File: config.mk
export PLATFORM = sky130hd
export DESIGN_NAME = rep_code_serial_tx
export DESIGN_NICKNAME = d
export VERILOG_FILES = /design/src/rtl/rep_code_serial_tx.sv
export SDC_FILE = /design/constraint.sdc
export NUM_CORES = 1
export LEC_CHECK = 0
export ABC_AREA = 1
export CAP_MARGIN = 20
export CORE_UTILIZATION = 40
export DETAILED_ROUTE_END_ITERATION = 6
export SYNTH_ARGS = -nofsm -noshare
export SYNTH_HDL_FRONTEND = slang
export SYNTH_SLANG_ARGS = --single-unit
File: constraint.sdc
create_clock -name clk -period 1.5 [get_ports clk]
set_input_delay 0.3 -clock clk [delete_from_list [all_inputs] [get_ports clk]]
set_output_delay 0.3 -clock clk [all_outputs]
set_load 0.005 [all_outputs]
File: src/rtl/rep_code_serial_tx.sv
// Repetition-code serial transmitter: frames a parallel word with start/stop
// symbols and sends each symbol as REPEAT identical chips, with optional
// single-chip inversion per symbol for exercising the receiving voter.
module rep_code_serial_tx #(
    parameter int unsigned DATA_W = 8,
    parameter int unsigned REPEAT = 5,
    localparam int unsigned CW = $clog2(REPEAT)
) (
    input  logic              clk,
    input  logic              rst,
    input  logic [DATA_W-1:0] in_data,
    input  logic              in_valid,
    output logic              in_ready,
    input  logic              err_en,
    input  logic [CW-1:0]     err_chip,
    output logic              tx_out,
    output logic              busy,
    output logic              done
);

    localparam int unsigned BW = (DATA_W > 1) ? $clog2(DATA_W) : 1;

    localparam logic [1:0] S_IDLE  = 2'd0;
    localparam logic [1:0] S_START = 2'd1;
    localparam logic [1:0] S_DATA  = 2'd2;
    localparam logic [1:0] S_STOP  = 2'd3;

    logic [1:0]        r_state;
    logic [CW-1:0]     r_chip_cnt;
    logic [BW-1:0]     r_bit_cnt;
    logic [DATA_W-1:0] r_data;
    logic              r_err_en;
    logic [CW-1:0]     r_err_chip;
    logic              r_tx;
    logic              r_done;

    logic [1:0]        w_nxt_state;
    logic [CW-1:0]     w_nxt_chip;
    logic [BW-1:0]     w_nxt_bit;
    logic [DATA_W-1:0] w_nxt_data;
    logic              w_nxt_err_en;
    logic [CW-1:0]     w_nxt_err_chip;
    logic              w_nxt_sym;
    logic              w_nxt_tx;
    logic              w_nxt_done;
    logic              w_last_chip;

    // Next-state logic; the line level for the coming cycle is derived from
    // the next state so the first start chip follows the accepting edge.
    always_comb begin
        w_nxt_state    = r_state;
        w_nxt_chip     = r_chip_cnt;
        w_nxt_bit      = r_bit_cnt;
        w_nxt_data     = r_data;
        w_nxt_err_en   = r_err_en;
        w_nxt_err_chip = r_err_chip;
        w_nxt_sym      = 1'b0;
        w_nxt_tx       = 1'b0;
        w_nxt_done     = 1'b0;
        w_last_chip    = (r_chip_cnt == CW'(REPEAT - 1));

        case (r_state)
            S_IDLE: begin
                if (in_valid) begin
                    w_nxt_state    = S_START;
                    w_nxt_chip     = '0;
                    w_nxt_bit      = '0;
                    w_nxt_data     = in_data;
                    w_nxt_err_en   = err_en;
                    w_nxt_err_chip = err_chip;
                end
            end
            S_START: begin
                if (w_last_chip) begin
                    w_nxt_state = S_DATA;
                    w_nxt_chip  = '0;
                    w_nxt_bit   = '0;
                end else begin
                    w_nxt_chip = r_chip_cnt + CW'(1);
                end
            end
            S_DATA: begin
                if (w_last_chip) begin
                    w_nxt_chip = '0;
                    if (r_bit_cnt == BW'(DATA_W - 1)) begin
                        w_nxt_state = S_STOP;
                    end else begin
                        w_nxt_bit  = r_bit_cnt + BW'(1);
                        w_nxt_data = r_data << 1;
                    end
                end else begin
                    w_nxt_chip = r_chip_cnt + CW'(1);
                end
            end
            S_STOP: begin
                if (w_last_chip) begin
                    w_nxt_state    = S_IDLE;
                    w_nxt_chip     = '0;
                    w_nxt_bit      = '0;
                    w_nxt_data     = '0;
                    w_nxt_err_en   = 1'b0;
                    w_nxt_err_chip = '0;
                end else begin
                    w_nxt_chip = r_chip_cnt + CW'(1);
                end
            end
            default: begin
                w_nxt_state = S_IDLE;
            end
        endcase

        case (w_nxt_state)
            S_START: w_nxt_sym = 1'b1;
            S_DATA:  w_nxt_sym = w_nxt_data[DATA_W-1];
            default: w_nxt_sym = 1'b0;
        endcase

        if (w_nxt_state != S_IDLE) begin
            w_nxt_tx = w_nxt_sym ^ (w_nxt_err_en && (w_nxt_chip == w_nxt_err_chip));
        end
        w_nxt_done = (w_nxt_state == S_STOP) && (w_nxt_chip == CW'(REPEAT - 1));
    end

    // State, counters, latched frame fields and registered line outputs.
    always_ff @(posedge clk or posedge rst) begin
        if (rst) begin
            r_state    <= S_IDLE;
            r_chip_cnt <= '0;
            r_bit_cnt  <= '0;
            r_data     <= '0;
            r_err_en   <= 1'b0;
            r_err_chip <= '0;
            r_tx       <= 1'b0;
            r_done     <= 1'b0;
        end else begin
            r_state    <= w_nxt_state;
            r_chip_cnt <= w_nxt_chip;
            r_bit_cnt  <= w_nxt_bit;
            r_data     <= w_nxt_data;
            r_err_en   <= w_nxt_err_en;
            r_err_chip <= w_nxt_err_chip;
            r_tx       <= w_nxt_tx;
            r_done     <= w_nxt_done;
        end
    end

    assign in_ready = (r_state == S_IDLE);
    assign busy     = (r_state != S_IDLE);
    assign tx_out   = r_tx;
    assign done     = r_done;

endmodule

==> flow_metrics.env, run 1 <==
export IMPL_combPwrFrac_pct=73.6
export IMPL_yosysWarnings=0
export IMPL_max_slew_margin_pct=76.78
export IMPL_drt_pass1_iter_count=4
export IMPL_clock_path_buffers=2
export IMPL_layout_common_cells="33 x buf_4, 30 x nand2_1, 23 x inv_1"
export IMPL_power_leakage_uw=0.001145
export IMPL_drt_iter0_drc=52
export IMPL_gr_total_overflow=0
export IMPL_clk_latency_ns=0.32
export IMPL_drv_cap=0
export IMPL_synthCells=173
export IMPL_internal_power_uw=2744
export IMPL_worstPathArrival_ns=1.88
export IMPL_clkTransAtPathRegs_ns=0.13
export IMPL_diodes=0
export IMPL_clock_skew_ns=0.003244
export IMPL_num_rows=20
export IMPL_ys_types=27
export IMPL_cp_slowest_stage_delay_ns=0.43
export IMPL_holdBufCountCts=0
export IMPL_final_common_cell="buf_4"
export IMPL_avgSynthCellArea_um2=7.985
export IMPL_first_global_vias=1340
export IMPL_path_max_fanout=3
export IMPL_syn_nets=197
export IMPL_worst_slack_ns=-0.1486
export IMPL_cts_buffers=3
export IMPL_wl_per_cell_um=12.94
export IMPL_status="finished, violations left"
export IMPL_die_w_um=60.77
export IMPL_ys_seq_elements=22
export IMPL_port_buffers=18
export IMPL_violations="negative setup slack"
export IMPL_critPathRequiredTime_ns=1.73
export IMPL_crit_chain="inv_2, buf_6, ha_4, inv_4, nand2_4, inv_1, nand2_2, nand2_2, nand3_1, nand2_2, nor2_2, nand3_1, nand2_1, inv_1"
export IMPL_cp_end_kind="register"
export IMPL_worstHoldPathType="in -> async"
export IMPL_stdcell_area_um2=2336
export IMPL_cts_sinks=22
export IMPL_drc_errors=0
export IMPL_clockPowerShare_pct=7.2
export IMPL_core_area_um2=3153
export IMPL_p_seq_share_pct=19.2
export IMPL_cts_tree="done"
export IMPL_startpoint_type="register"
export IMPL_slew_viol_final=0
export IMPL_syn_to_final_growth_pct=69.11
export IMPL_fin_crit_sh_pct=109.9
export IMPL_switching_share_pct=42.32
export IMPL_antenna_found_initial=0
export IMPL_grt_max_degree=23
export IMPL_io_pins=19
export IMPL_peakVddDrop_v=0.001198
export IMPL_ant_nets=0
export IMPL_worst_hold_slack_ns=0.3142
export IMPL_rsz0062_at_grt="yes"
export IMPL_fmax_mhz=606.6
export IMPL_grt_usage_pct=22.00
export IMPL_htree_num_levels=1
export IMPL_syn_area_um2=1381
export IMPL_wirelength_um=3688
export IMPL_gp_congestion=0.8764
export IMPL_synth_yosys_seq_area_share_pct=39.86
export IMPL_grt_pass1_wl_um=5940
export IMPL_powerDensity_nw_per_um2=2037
export IMPL_place_hpwl_um=2479
export IMPL_tightest_slew_ns=0.3482
export IMPL_finalSetupViolCount=13
export IMPL_postLayoutCoreUtil_pct=74.09
export IMPL_hold_violations=0
export IMPL_rrSetupSlack_ns=-0.15
export IMPL_viasPerCell=4.874
export IMPL_nets=266
export IMPL_cp_slowest_cell="dfrtp_1"
export IMPL_drive_gt1_share_pct=49.79
export IMPL_critical_path_class="reg -> reg"
export IMPL_die_h_um=60.77
export IMPL_period_minus_slack_ns=1.649
export IMPL_fp_dieArea_um2=3692
export IMPL_num_vias=1389
export IMPL_cts_root_buf="clkbuf_4"
export IMPL_initial_core_util_pct=43.81
export IMPL_dpl_cell_area_um2=1853
export IMPL_cpMostUsedCell="nand2_2"
export IMPL_p_sw_uw=2013
export IMPL_nFillCells=235
-- cells in the mapped netlist --
cell type / number / area (um^2)
a21o_2: 1 / 8.760
a21oi_1: 2 / 10.01
a22oi_1: 1 / 7.510
a22oi_2: 1 / 12.51
buf_4: 2 / 15.01
dfrtp_1: 22 / 550.5
ha_1: 9 / 112.6
inv_1: 31 / 116.4
inv_2: 3 / 11.26
nand2_1: 40 / 150.1
nand2_2: 7 / 43.79
nand2_4: 3 / 33.78
nand3_1: 16 / 80.08
nand3_2: 2 / 20.02
nand4_1: 4 / 25.02
nor2_1: 3 / 11.26
nor2_2: 2 / 12.51
nor2_4: 1 / 11.26
nor4_1: 1 / 6.260
o211ai_1: 2 / 15.01
o21a_1: 1 / 7.510
o21ai_0: 9 / 45.04
o21ai_1: 2 / 10.01
o21ai_2: 1 / 8.760
o221ai_1: 5 / 43.79
o22ai_1: 1 / 6.260
or2_2: 1 / 6.260
-- metrics by stage --
stage,setup WS [ns],power (uW),instances,setup TNS [ns]
floorplan,-0.07612,2306,173,-0.09930
global placement,-0.3034,3273,264,-2.693
detailed placement,-0.3330,3320,264,-3.134
CTS,-0.1281,4399,281,-1.140
global route,-0.2968,5132,285,-2.447
finish,-0.1486,4758,285,-1.082
-- final cells by class --
cell class                 count  area (um^2)  area share [%]
timing repair buffer          66        613.1           26.25
tap                           44        55.05           2.357
sequential                    22        550.5           23.57
clock buffer                   4        36.28           1.553
inverter                      34        145.1           6.213
multi-input combinational    115        935.9           40.06
-- layer usage --
metal / track usage, % / part of all wire, % / vias up
met4: 9.416 / 1.9 / 0
met3: 3.412 / 2.7 / 9
li1: - / - / 699
met1: 25.10 / 40 / 660
met5: 0 / 0 / -
met2: 40.50 / 55 / 21
-- worst max-delay path, delay by kind of cell, from the launching register on --
kind | cells | cell delay, ns
buf+inv | 5 | 0.36
fa+ha+maj | 1 | 0.18
flops | 1 | 0.43
simple gates | 8 | 0.59
-- worst paths after layout --
kind	startpoint	end	cells after the start
max	r_state[0]	tx_out	14
min	rst	r_data[6]	3
min reg2reg	r_data[3]	r_data[3]	2
max in group asynchronous	rst	r_chip_cnt[2]	3
min in group clk	r_data[3]	r_data[3]	2
max reg2reg	r_state[0]	tx_out	14
-- cells by family after synthesis --
kind of cell               synth area share (%)
AOI/OAI and AO/OA                         12.68
adders and majority gates                 8.152
buffers and inverters                     10.33
DFF                                       39.86
and+or+nand+nor                           28.99
-- repair_timing --
action	4_1_cts	5_1_grt
setup buffers	13	4
gates cloned	0	0
pin swaps	22	12
gates resized for setup	62	30
hold endpoints to repair	0	0
endpoints found under the setup margin	15	18
-- power by group through the flow --
stage	Clock, uW	Combinational (uW)	Sequential [uW]
6_report	341	3500	915
5_1_grt	376	3810	942
4_1_cts	347	3140	908
3_3_place_gp	0	2360	917
2_1_floorplan	0	1400	910
3_5_place_dp	0	2400	920
-- registers in the layout, indices dropped and copies added, names as in the netlist --
name	flops
r_data	8
r_chip_cnt	3
done	1
r_state	2
r_err_en	1
tx_out	1
r_err_chip	3
r_bit_cnt	3
No activity file was read; power rests on OpenSTA's default activity.
==> run 2, diff against run 1 <==
Settings changed: GPL_TIMING_DRIVEN set to 0, TNS_END_PERCENT set to 30.
==> run 2 against run 1 <==
Effect of this change:
- the flow still finishes with violations (negative setup slack)
- sequential cell count unchanged
- via count fell by 6.0%
- critical path depth unchanged
- clock skew grew 0.0056 ns
- cell count decreased by 9.1%
- clock power up 2%
- first-iteration DRC count fell by 7.7%
- clock-buffer cell count is the same
- routed wire length down 5.7%
- setup slack worse by 0.038 ns
- power shrank 14%
- hold slack better by 0.12 ns
- largest cell class unchanged
- largest power group unchanged
==> flow_metrics.env, run 2 (synthesis gave the netlist of run 1 again) <==
export IMPL_cts_sinks=22
export IMPL_internal_power_uw=2229
export IMPL_switching_share_pct=45.71
export IMPL_crit_chain="inv_2, ha_4, buf_6, nand3_4, nand2_2, nand3_4, nand2_2, nand2_1, nand2_1, nand2_2, nand2_1, nand2_1, nand2_1, inv_1"
export IMPL_fp_dieArea_um2=3692
export IMPL_tightest_slew_ns=0.8616
export IMPL_powerDensity_nw_per_um2=1984
export IMPL_preCtsSetupSlack_ns=-0.4458
export IMPL_route_top_layer_used="met4"
export IMPL_gr_total_overflow=0
export IMPL_drt_pass1_iter_count=5
export IMPL_wirelength_um=3479
export IMPL_met1Wirelength_um=1452
export IMPL_viasPerCell=5.042
export IMPL_num_vias=1306
export IMPL_r2r_cells=14
export IMPL_hold_violations=0
export IMPL_syn_to_final_growth_pct=49.82
export IMPL_worstPathArrival_ns=1.91
export IMPL_cts_buffers=3
export IMPL_final_instance_count_excl_fill=259
export IMPL_grt_max_degree=23
export IMPL_htree_num_levels=1
export IMPL_cp_end_kind="register"
export IMPL_final_common_cell="nand2_1"
export IMPL_critPathRequiredTime_ns=1.73
export IMPL_fmax_mhz=593.0
export IMPL_grt_usage_pct=19.39
export IMPL_gp_congestion=0.8154
export IMPL_fin_setup_tns_ns=-1.305
export IMPL_status="finished, violations left"
export IMPL_max_slew_margin_pct=42.49
export IMPL_clock_skew_ns=0.008827
export IMPL_die_w_um=60.77
export IMPL_cpMostUsedCell="nand2_1"
export IMPL_num_rows=20
export IMPL_first_global_vias=1169
export IMPL_period_minus_slack_ns=1.686
export IMPL_clkTransAtPathRegs_ns=0.14
export IMPL_r2r_start="r_chip_cnt[1]"
export IMPL_peakVddDrop_v=0.001040
export IMPL_dpl_cell_count=235
export IMPL_path_max_fanout=4
export IMPL_grt_pass1_wl_um=5133
export IMPL_p_sw_uw=1877
export IMPL_slew_viol_final=0
export IMPL_place_hpwl_um=2192
export IMPL_violations="negative setup slack"
export IMPL_dr_wl_met3_um=108
export IMPL_cp_top_family="simple AND/OR/NAND/NOR gates"
export IMPL_ant_nets=0
export IMPL_io_pins=19
export IMPL_holdBufCountCts=0
export IMPL_worstReg2RegEnd="tx_out"
export IMPL_rrSetupSlack_ns=-0.19
export IMPL_diodes=0
export IMPL_initial_core_util_pct=43.81
export IMPL_combPwrFrac_pct=69.0
export IMPL_core_area_um2=3153
export IMPL_p_seq_share_pct=22.5
export IMPL_cts_root_buf="clkbuf_4"
export IMPL_cts_tree="done"
export IMPL_fin_crit_sh_pct=112.4
export IMPL_clk_latency_ns=0.32
export IMPL_layout_common_cells="32 x nand2_1, 23 x inv_1, 22 x dfrtp_1"
export IMPL_worst_slack_ns=-0.1864
export IMPL_nFillCells=273
export IMPL_drt_iter0_drc=48
export IMPL_regMostFlops="r_data"
export IMPL_cp_depth=14
export IMPL_startpoint_type="register"
export IMPL_finalSetupViolCount=13
export IMPL_antenna_found_initial=0
export IMPL_drv_cap=0
export IMPL_largest_reg_flops=8
export IMPL_clockPowerShare_pct=8.5
export IMPL_cp_slowest_stage_delay_ns=0.42
export IMPL_port_buffers=18
export IMPL_cp_slowest_cell="dfrtp_1"
export IMPL_power_leakage_uw=0.0009736
export IMPL_drc_errors=0
export IMPL_drive_gt1_share_pct=39.53
export IMPL_wl_per_cell_um=13.43
export IMPL_nets=240
export IMPL_die_h_um=60.77
export IMPL_critical_path_class="reg -> reg"
export IMPL_wl_met2_um=1860
export IMPL_worstHoldPathType="in -> async"
export IMPL_clock_path_buffers=2
export IMPL_crit_buf_inv=3
export IMPL_rsz0062_at_grt="yes"
-- run 2: worst max path at each step --
stage             startpoint      to
6_report       r_chip_cnt[1]  tx_out
2_1_floorplan     r_state[1]  tx_out
3_3_place_gp        in_valid  tx_out
3_5_place_dp        in_valid  tx_out
4_1_cts         r_bit_cnt[1]  tx_out
5_1_grt        r_chip_cnt[1]  tx_out
-- run 2: per-stage QoR --
| step | util [%] | cell area [um^2] | total power [uW] | hold slack [ns] |
|---|---|---|---|---|
| CTS | 58.89 | 1857 | 3524 | 0.4868 |
| floorplan | - | 1404 | 2306 | 0.2892 |
| global placement | 51.98 | 1639 | 2727 | 0.4601 |
| finish | 65.63 | 2069 | 4106 | 0.4367 |
| detailed placement | 51.98 | 1639 | 2756 | 0.4608 |
| global route | 65.63 | 2069 | 4418 | 0.5282 |
-- run 2: metal layers --
metal	track usage, %	vias up
li1	-	648
met1	22.28	626
met2	34.38	26
met3	2.985	6
met4	10.71	0
met5	0	-
-- run 2: layout make-up --
type	instances	area [um^2]	area share [%]
buffer	2	22.52	1.088
clock buffer	4	36.28	1.753
inverter	34	142.6	6.892
multi-input combinational	115	922.1	44.56
sequential	22	550.5	26.60
tap	44	55.05	2.660
timing repair buffer	37	335.3	16.20
timing repair inverter	1	5.005	0.2418
-- run 2: power groups by stage --
stage	combinational [uW]	sequential, uW	clock, uW
detailed placement	1820	933	0
CTS	2270	900	352
global route	3090	945	380
floorplan	1400	910	0
finish	2830	924	349
global placement	1800	929	0
-- run 2: what timing repair did --
action	4_1_cts	5_1_grt
resized for setup	27	41
setup buffers	12	7
setup endpoints to repair	14	15
pin swaps	6	17
gates cloned	0	1
==> edit: new RTL, settings of run 2 <==
Change the parameter `DATA_W` from 8 to 4.
--- a/src/rtl/rep_code_serial_tx.sv
+++ b/src/rtl/rep_code_serial_tx.sv
@@ -4,3 +4,3 @@
 module rep_code_serial_tx #(
-    parameter int unsigned DATA_W = 8,
+    parameter int unsigned DATA_W = 4,
     parameter int unsigned REPEAT = 5,
Interface: changed (resized in_data); port bits go from 19 to 15. No check against the original RTL was run, so the function may have changed too.
==> edit against run 2 <==
- synthesized area is 12% lower
- worst hold slack worse by 0.060 ns
- clock power is 26% lower
- routed wire length is 18% lower
- power is 19% lower
- design area is 24% lower
- the flow finishes with violations (design-rule violations, negative setup slack)
- sequential cell count is 5 lower
- setup slack better by 0.0057 ns
==> edit: results (changes against run 2) <==
Worst-Margin Slew - 0.6853 ns (-0.1764 ns)
Clk pin slew, worst setup/hold paths - 0.11 ns (-0.03 ns)
Worst VDD drop - 1080 uV (+3.9%)
outcome - complete, but fails checks
Avg Cell Area, Syn - 7.093 sq um (-11%)
arrival time at the worst endpoint - 1.89 ns (-0.02 ns)
Post-Place Cell Area - 0.001414 sq mm (-14%)
DR DRC count - 2 (+2)
Post-Place Worst Slack - -0.2697 ns (+0.1761 ns)
crit path max fanout - 7 (+3)
Final #Nets - 218 (-9.2%)
drt pass-1 iters - 6 (+1)
vias in the first global route - 1077 (-7.9%)
Fin Setup TNS - -0.1871 ns (+1.118 ns)
Post-synth top cells - nand2_1, inv_1, dfrtp_1
layout cells sized above 1 - 26.40% (-13 points)
final cell count without fillers - 228 (-12%)
port bufs - 13 (-5)
LEAKAGE - 0.7928 nW (-19%)
Seq/Total Area, Yosys - 34.87% (-5.0 points)
Synth cell types - 24 (-11%)
Setup Skew - 0.003650 ns (-0.005177 ns)
Initial DRC Count - 35 (-27%)
post-route setup slack - -0.1808 ns (+0.005653 ns)
Synth top area share - 34.87% (-5.0 points)
CP Launch Point - r_state[0]
Post-Syn Nets - 192 (-2.5%)
GPL Wtd Cong - 0.7791 (-4.5%)
DRT Wirelength - 2842 um (-18%)
Clock Latency Late Sink - 0.30 ns (-0.02 ns)
failing checks - design-rule violations, negative setup slack
dpl hpwl - 2005 um (-8.5%)
Vias - 1128 (-14%)
global-route wire length before repair - 4692 um (-8.6%)
pin count of the biggest net entering global routing - 18 (-22%)
Area contributors post-synth - dfrtp_1, nand2_1, inv_1, ha_1, nand3_1
HP Class - input pin to flip-flop
Final setup viols - 2 (-11)
gr usage total - 18.94% (-0.46 points)
Fin Hold WS - 0.3768 ns (-0.05999 ns)
-- edit: timing repair --
item	CTS	global route
setup buffers	4	3
endpoints found under the setup margin	8	11
resized for setup	12	19
pin swaps	4	8
cloned	0	1
-- edit: logic make-up after synthesis --
logic type      share of synthesized area, %
simple gates                           34.46
buf+inv                                12.00
compound gates                         9.436
flops                                  34.87
fa+ha+maj                              9.231
-- edit: worst max-delay path, stage by stage, from the launching register on --
cell	delay [ns]
dfrtp_1	0.41
inv_2	0.09
buf_6	0.13
ha_4	0.17
inv_6	0.05
nor2_4	0.11
inv_2	0.08
nand2_1	0.07
nand2_1	0.06
nand2_1	0.07
nand2_2	0.07
nor2_4	0.11
nand3_1	0.08
nand2_1	0.06
inv_1	0.03
-- edit: cell type report --
class                      instances  area (sq um)
sequential                        17         425.4
clock inverter                     1         5.005
timing repair buffer              21         185.2
buffer                             2         22.52
tap                               31         38.79
multi-input combinational        119         744.5
fill                             298          1247
inverter                          34         137.6
clock buffer                       3         22.52
-- edit: how the worst min path moves through the flow --
stage | from | endpoint
detailed placement | r_data[3] | r_data[3]
global placement | r_data[3] | r_data[3]
global route | in_valid | r_chip_cnt[2]
finish | in_valid | r_err_en
floorplan | rst | done
CTS | in_valid | r_state[1]
-- edit: where the power goes --
part | switching (mW) | leakage (nW) | internal [mW] | total, mW
clock | 0.161 | 0.0177 | 0.0995 | 0.260
sequential | 0.0936 | 0.224 | 0.626 | 0.720
combinational | 1.38 | 0.551 | 0.984 | 2.36
total | 1.63 | 0.793 | 1.71 | 3.34
-- edit: routing by layer --
metal	wire length, um	track usage, %	vias up
met2	1382	31.93	21
met5	0	0	-
met1	1309	23.71	512
met4	37	6.272	0
li1	-	-	588
met3	113	4.762	7
